### config.mk
export PLATFORM = sky130hd
export DESIGN_NAME = hmi_tx
export DESIGN_NICKNAME = d
export VERILOG_FILES = /design/src/rtl/hmi_pkg.sv /design/src/rtl/hmi_byte_hs.sv /design/src/rtl/hmi_tx.sv
export SDC_FILE = /design/constraint.sdc
export NUM_CORES = 1
export LEC_CHECK = 0
export ABC_AREA = 1
export CORE_MARGIN = 3
export CORE_UTILIZATION = 50
export CTS_CLUSTER_SIZE = 12
export DETAILED_ROUTE_END_ITERATION = 10
export PLACE_DENSITY_LB_ADDON = 0.12
export SYNTH_ARGS = -nofsm -noshare
export SYNTH_HDL_FRONTEND = slang
export SYNTH_SLANG_ARGS = --single-unit
### constraint.sdc
create_clock -name clk -period 1.8 [get_ports clk]
set_input_delay 0.36 -clock clk [delete_from_list [all_inputs] [get_ports clk]]
set_output_delay 0.36 -clock clk [all_outputs]
set_load 0.005 [all_outputs]
### src/rtl/hmi_pkg.sv
// Shared constants and FSM state type for the host-link response packetiser.
package hmi_pkg;
    localparam logic [7:0] SYNC_DEFAULT = 8'hA5;
    localparam int         HDR_BYTES    = 3;   // sync, device-select, packet address

    typedef enum logic [2:0] {
        ST_IDLE,
        ST_ADDR,
        ST_LOAD,
        ST_ACK,
        ST_WAIT
    } st_t;
endpackage

### src/rtl/hmi_byte_hs.sv
// Per-byte UART handshake: issues the registered start pulse on LOAD and
// reports when the transmitter has accepted and then finished the byte.
module hmi_byte_hs
    import hmi_pkg::*;
(
    input  logic clk,
    input  logic res_n,
    input  st_t  i_state,
    input  logic i_tx_busy,
    output logic o_tx_start,
    output logic o_ack_seen,
    output logic o_byte_done
);
    logic r_tx_start;

    // Start is high only in the cycle after LOAD, so exactly one pulse per byte.
    always_ff @(posedge clk or negedge res_n) begin
        if (!res_n) r_tx_start <= 1'b0;
        else        r_tx_start <= (i_state == ST_LOAD);
    end

    assign o_tx_start  = r_tx_start;
    assign o_ack_seen  = (i_state == ST_ACK)  &&  i_tx_busy;
    assign o_byte_done = (i_state == ST_WAIT) && !i_tx_busy;
endmodule

### src/rtl/hmi_tx.sv
// Response packetiser: frames sync, select, address, result-store data and an
// XOR checksum, and streams them to the UART one byte at a time.
module hmi_tx
    import hmi_pkg::*;
#(
    parameter int         NBYTES    = 6,
    parameter logic [7:0] SYNC_BYTE = SYNC_DEFAULT
) (
    input  logic       clk,
    input  logic       res_n,
    input  logic       cmd_read,
    input  logic       cmd_dev_sel,
    input  logic [7:0] dev_sel_byte,
    input  logic [4:0] pkt_addr,
    output logic [7:0] rd_addr,
    input  logic [7:0] rd_data,
    output logic [7:0] tx_data,
    output logic       tx_start,
    input  logic       tx_busy,
    output logic       busy,
    output logic       done
);
    localparam logic [3:0] IDX_HDR  = 4'(HDR_BYTES);
    localparam logic [3:0] IDX_LAST = 4'(NBYTES + HDR_BYTES);

    st_t        r_state, w_next;
    logic [3:0] r_idx;
    logic [7:0] r_dev, r_csum, r_tx_data, r_rd_addr;
    logic [4:0] r_pkt;
    logic       r_busy, r_done;
    logic       w_start_pkt, w_ack_seen, w_byte_done, w_last, w_next_data;
    logic [3:0] w_nidx;
    logic [2:0] w_didx;
    logic [7:0] w_byte;

    hmi_byte_hs u_hs (
        .clk         (clk),
        .res_n       (res_n),
        .i_state     (r_state),
        .i_tx_busy   (tx_busy),
        .o_tx_start  (tx_start),
        .o_ack_seen  (w_ack_seen),
        .o_byte_done (w_byte_done)
    );

    assign w_start_pkt = (r_state == ST_IDLE) && cmd_read && cmd_dev_sel;
    assign w_last      = (r_idx == IDX_LAST);
    assign w_nidx      = r_idx + 4'd1;
    assign w_next_data = (w_nidx >= IDX_HDR) && (w_nidx < IDX_LAST);
    assign w_didx      = 3'(w_nidx - IDX_HDR);

    // Pick the byte for the current index; data bytes come straight from the store.
    always_comb begin
        w_byte = r_csum;
        case (r_idx)
            4'd0:    w_byte = SYNC_BYTE;
            4'd1:    w_byte = r_dev;
            4'd2:    w_byte = {3'b000, r_pkt};
            default: if (r_idx < IDX_LAST) w_byte = rd_data;
        endcase
    end

    // State register.
    always_ff @(posedge clk or negedge res_n) begin
        if (!res_n) r_state <= ST_IDLE;
        else        r_state <= w_next;
    end

    // Next-state: ADDR is only inserted ahead of data bytes to give the store a cycle.
    always_comb begin
        w_next = r_state;
        case (r_state)
            ST_IDLE: if (w_start_pkt) w_next = ST_LOAD;
            ST_ADDR: w_next = ST_LOAD;
            ST_LOAD: w_next = ST_ACK;
            ST_ACK:  if (w_ack_seen) w_next = ST_WAIT;
            ST_WAIT: if (w_byte_done) begin
                if (w_last)           w_next = ST_IDLE;
                else if (w_next_data) w_next = ST_ADDR;
                else                  w_next = ST_LOAD;
            end
            default: w_next = ST_IDLE;
        endcase
    end

    // Capture, byte load with checksum update, and index/address advance.
    always_ff @(posedge clk or negedge res_n) begin
        if (!res_n) begin
            r_idx     <= '0;
            r_dev     <= '0;
            r_pkt     <= '0;
            r_csum    <= '0;
            r_tx_data <= '0;
            r_rd_addr <= '0;
            r_busy    <= 1'b0;
            r_done    <= 1'b0;
        end else begin
            r_done <= 1'b0;
            if (w_start_pkt) begin
                r_dev  <= dev_sel_byte;
                r_pkt  <= pkt_addr;
                r_csum <= '0;
                r_idx  <= '0;
            end
            if (r_state == ST_LOAD) begin
                r_tx_data <= w_byte;
                r_busy    <= 1'b1;
                // Sync is excluded; folding in the checksum byte itself is harmless
                // because the accumulator clears on the next packet.
                if (r_idx != 4'd0) r_csum <= r_csum ^ w_byte;
            end
            if ((r_state == ST_WAIT) && w_byte_done) begin
                if (w_last) begin
                    r_busy <= 1'b0;
                    r_done <= 1'b1;
                end else begin
                    r_idx <= w_nidx;
                    if (w_next_data) r_rd_addr <= {r_pkt, w_didx};
                end
            end
        end
    end

    assign tx_data = r_tx_data;
    assign rd_addr = r_rd_addr;
    assign busy    = r_busy;
    assign done    = r_done;
endmodule
# After elaboration in Yosys (flattened, before gate mapping)
# Cells that the tools add are included.
totals:
  regBits: 47
  inputBits: 26
  word_cells: 58
  out_inout_bits: 19
classes:
  bitwise_logic: 2
  order_cmp: 3
  n_eq_ne: 10
  mux: 19
  addsub: 2
  n_reduce_logical: 12
ops:
  columns: ["cell", "count"]
  rows:
  - ["two-way mux 8 bit", 4]
  - ["case mux 8 bit (3 select lines)", 1]
  - ["case mux 3 bit (5 select lines)", 1]
  - ["two-way mux 4 bit", 3]
  - ["two-way mux 3 bit", 3]
  - ["< comparator 4 bit (second input constant)", 2]
  - ["bitwise XOR 8 bit", 1]
  - ["equality test 3 x 2 -> 1 bit (second input constant)", 2]
  - ["logical AND 1 bit", 6]
  - ["AND reduction 3 bit", 2]
  - ["two-way mux 1 bit", 5]
  - ["adder 4 x 1 -> 4 bit (second input constant)", 1]
  - ["equality test 4 x 1 -> 1 bit (second input constant)", 1]
  - ["equality test 4 x 2 -> 1 bit (second input constant)", 1]
  - ["equality test 4 bit (second input constant)", 1]
  - [">= comparator 4 x 2 -> 1 bit (second input constant)", 1]
  - ["zero test 4 bit", 1]
  - ["two-way mux 2 bit", 2]
  - ["!= test 2 bit (second input constant)", 2]
  - ["nonzero test 4 bit", 1]
  - ["equality test 3 x 1 -> 1 bit (second input constant)", 1]
  - ["equality test 3 bit (second input constant)", 1]
  - ["zero test 3 bit", 1]
  - ["subtractor 3 x 2 -> 3 bit (second input constant)", 1]
  - ["3 further kinds", 3]

# Depth between registers and ports, before layout
logic_depth:
  ltp_word: 7
  mapped_depth: 12
  ltp_nobuf: 11

# Hierarchy
# A second synthesis with hierarchy kept.
unflattened:
  hier_cells: 344
  area_unflattened_um2: 2578.7
by_module_without_submodules:
  columns: ["module", "cells_per_inst", "seq_area_each_um2", "n_inst", "area_each_um2"]
  rows:
  - ["hmi_tx", 332, 1151.1, 1, 2512.4]
  - ["hmi_byte_hs", 12, 25.0, 1, 66.3]

# Least setup slack after synthesis
# Ideal clock, no wire load.
synth_path:
  kind: "flip-flop to flip-flop"
  from: "reg r_idx[0]"
  to: "reg r_csum[5]"
  stages_incl_launch_ff: 8
  slack_ps: 227
  arrival_ps: 1457
  period_less_slack_ps: 1573
  setup_ps: 117
  path_cell_list: "dfrtp_1 -> inv_1 -> ha_1 -> a21oi_2 -> buf_4 -> nand3_1 -> nand2_1 -> nand2_1"
synth_via:
  elab_chain_len: 6
  elab_cells_between_ends: 10
synth_lines:
  columns: ["element", "line", "text"]
  rows:
  - ["from (decl)", "hmi_tx.sv:27", "logic [3:0] r_idx;"]
  - ["from (signal assigned)", "hmi_tx.sv:117", "r_idx <= w_nidx;"]
  - ["< comparator 4 bit", "hmi_tx.sv:59", "default: if (r_idx < IDX_LAST) w_byte = rd_data;"]
  - ["two-way mux 8 bit", "hmi_tx.sv:59", null]
  - ["case mux 8 bit (3 select lines)", "hmi_tx.sv:55", "case (r_idx)"]
  - ["bitwise XOR 8 bit", "hmi_tx.sv:110", "if (r_idx != 4'd0) r_csum <= r_csum ^ w_byte;"]
  - ["two-way mux 8 bit (*)", "hmi_tx.sv:110", null]
  - ["two-way mux 8 bit (*)", "hmi_tx.sv:105", "if (r_state == ST_LOAD) begin"]
  - ["to (signal assigned)", "hmi_tx.sv:110", null]
  - ["to (decl)", "hmi_tx.sv:28", "logic [7:0] r_dev, r_csum, r_tx_data, r_rd_addr;"]
# Mark *: on every way between the ends. The rest lies on a longest branch, timed or not.
# A chain may end at the register's enable or synchronous reset.

# Worst setup path in the final report
layout_path:
  from: "reg r_idx[0]"
  to: "reg r_csum[3]"
# Same word-level chain as after synthesis.

==> impl_metrics.json <==
{
  "grtUsageTotal_pct": 19.91,
  "ys_seq_area_share_pct": 45.37,
  "post_synth.cell_area_avg_um2": 7.580,
  "rrSetupSlack_ns": 0.15,
  "ys_warn_count": 0,
  "setup_viol": 0,
  "syn-instance-count": 342,
  "dpl_worst_slack_ns": 0.07715,
  "cts_setup_buffers": 0,
  "irDropWorstVdd_mv": 0.6367,
  "clockRootBuffer": "clkbuf_8",
  "final_cell_mix": "nand2_1 (151), dfrtp_1 (47), clkdlybuf4s50_1 (43)",
  "final_nets": 426,
  "diodes": 0,
  "setup_ws_ns": 0.1453,
  "wl_um": 5627,
  "via_count": 2268,
  "r2r_cells": 10,
  "cts_made_buffers": 5,
  "layout_commonest_cell": "nand2_1",
  "fin_setup_tns_ns": 0,
  "post-route-period-util_pct": 91.93,
  "drt-pass1-iter-count": 4,
  "drive_gt1_share_pct": 12.88,
  "avgRoutedWirePerCell_um": 12.15,
  "crit_path_start": "r_idx[0]$_DFF_PN0_",
  "via_per_inst": 4.898,
  "fp.dieW_um": 78.01,
  "antenna_found_initial": 0,
  "die_h_um": 78.01,
  "slew_headroom_pct": 72.64,
  "stdcell_count": 463,
  "clk_latency_ns": 0.30,
  "grt.overflow.total": 0,
  "grt_pass1_wl_um": 9694,
  "area_growth_pct": 24.66,
  "die_area_um2": 6085,
  "syn-cell-area_um2": 2592,
  "power_density_nw_per_um2": 1606,
  "dp_cells": 455,
  "first_global_vias": 2211,
  "fin_util_pct": 66.23,
  "drt-initial-drc-count": 92,
  "core-area_um2": 4880,
  "path_max_fanout": 7,
  "max_cap_viol_count": 0,
  "cts_max_level": 2,
  "grt_max_degree": 48,
  "hold_viol": 0,
  "portBuffers": 44,
  "path_class": "flop to flop",
  "endpoint_kind": "flop",
  "worst_clock_skew_ns": 0.005187,
  "max_clock_freq_mhz": 604.3,
  "cts_tree": "done",
  "clk_pin_slew_ns": 0.09,
  "rr_endpoint": "r_csum[3]$_DFF_PN0_",
  "whs_ns": 0.02578,
  "clock_path_buffers": 2,
  "dp_hpwl_um": 4249,
  "period_needed_ns": 1.655,
  "syn-num-nets": 373,
  "status": "finished, final reports clean",
  "rows": 25,
  "gp_congestion": 0.8594,
  "num_io_pins": 45,
  "hold_path_class": "primary input to async pin",
  "p_leak_nw": 1.702,
  "regToRegStartpoint": "r_idx[0]$_DFF_PN0_",
  "ys_ff_latch": 47,
  "post-route-drc-count": 0,
  "clock-sinks": 47,
  "worstSetupStartpointType": "flop",
  "drv_slew": 0,
  "rsz0062_at_grt": "no",
  "required_ns": 2.00,
  "ant_nets": 0,
  "fill_cells": 448,
  "worst-endpoint-arrival_ns": 1.86,
  "worstMarginPinSlew_ns": 0.4098,
  "initial_core_util_pct": 53.13,
  "netlist-cell-type-count": 29
}
worst max-delay path: stages (launching register included):
cell and delay [ns]:
dfrtp_1 0.41, inv_1 0.12, ha_1 0.27, o21ai_2 0.16
nand2_2 0.07, inv_2 0.15, nand2_1 0.08, nand2_1 0.14
nand2_1 0.06, nand2_1 0.05, nand2_1 0.04
Yosys cell counts (all sizes together):
master   number  share of area, %
nand2       165                26
nor2          7               1.6
o21ai         6               1.6
inv          38               5.5
o211ai        1              0.29
ha            5               2.4
a21boi        1              0.29
nor4          1              0.24
o22ai         1              0.24
xor2          1              0.34
buf           8               2.4
a2bb2oi       1              0.34
a21oi         3              0.72
nor3          2              0.82
nand3        41               7.9
nand4        10               3.0
dfrtp        47                45
nand3b        4               1.2
sequential cells by signal, summed over array words and instances, names as in the netlist:
name	flops
busy	1
done	1
r_csum	8
r_dev	8
r_idx	4
r_pkt	5
r_state	3
rd_addr	8
tx_data	8
u_hs.o_tx_start	1
routing by layer:
metal | GRT usage [%] | routed length, um
met1 | 26.77 | 2709
met2 | 32.45 | 2554
met4 | 7.343 | 84
met3 | 3.132 | 279
met5 | 0 | 0
through the flow:
| stage | area, um2 | power (mW) |
|---|---|---|
| final | 3232 | 5.191 |
| after global routing | 3232 | 5.643 |
| after CTS | 3227 | 5.221 |
| after detailed placement | 3138 | 4.573 |
| after global placement | 3138 | 4.495 |
| after floorplan | 2592 | 3.656 |
what timing repair did:
action	4_1_cts	5_1_grt
gates resized for setup	0	2
hold buffers	0	0
hold endpoints to repair	0	0
setup endpoints to repair	0	4
power by group:
group / total [mW] / switching, mW / internal (mW)
Sequential: 1.84 / 0.331 / 1.51
Combinational: 2.72 / 1.62 / 1.10
Clock: 0.628 / 0.358 / 0.270
Total: 5.19 / 2.31 / 2.88
logic make-up (layout without fill, tap and decap cells):
family                     Yosys count  after routing  synth area share [%]
and+or+nand+nor                    230            230                 40.54
AOI/OAI and AO/OA                   13             13                 3.475
adders and majority gates            5              5                 2.413
xor gates and xnor gates             1              1                0.3379
DFF                                 47             47                 45.37
buffers and inverters               46            100                 7.867
area by class of cell:
cell class | instances | area [um2] | share of cell area [%]
clock inverter | 3 | 20.02 | 0.6194
clock buffer | 5 | 68.82 | 2.129
timing repair buffer | 54 | 523.0 | 16.18
inverter | 38 | 142.6 | 4.413
sequential | 47 | 1176 | 36.39
tap | 67 | 83.83 | 2.594
multi-input combinational | 249 | 1217 | 37.67
worst max-delay path by stage:
stage | endpoint | depth (start not counted)
final | r_csum[3]$_DFF_PN0_ | 10
after detailed placement | r_csum[1]$_DFF_PN0_ | 8
after global routing | r_csum[4]$_DFF_PN0_ | 11
after global placement | r_idx[0]$_DFF_PN0_ | 6
after floorplan | r_csum[5]$_DFF_PN0_ | 7
after CTS | r_csum[3]$_DFF_PN0_ | 10
(Power assumes the default switching activity.)
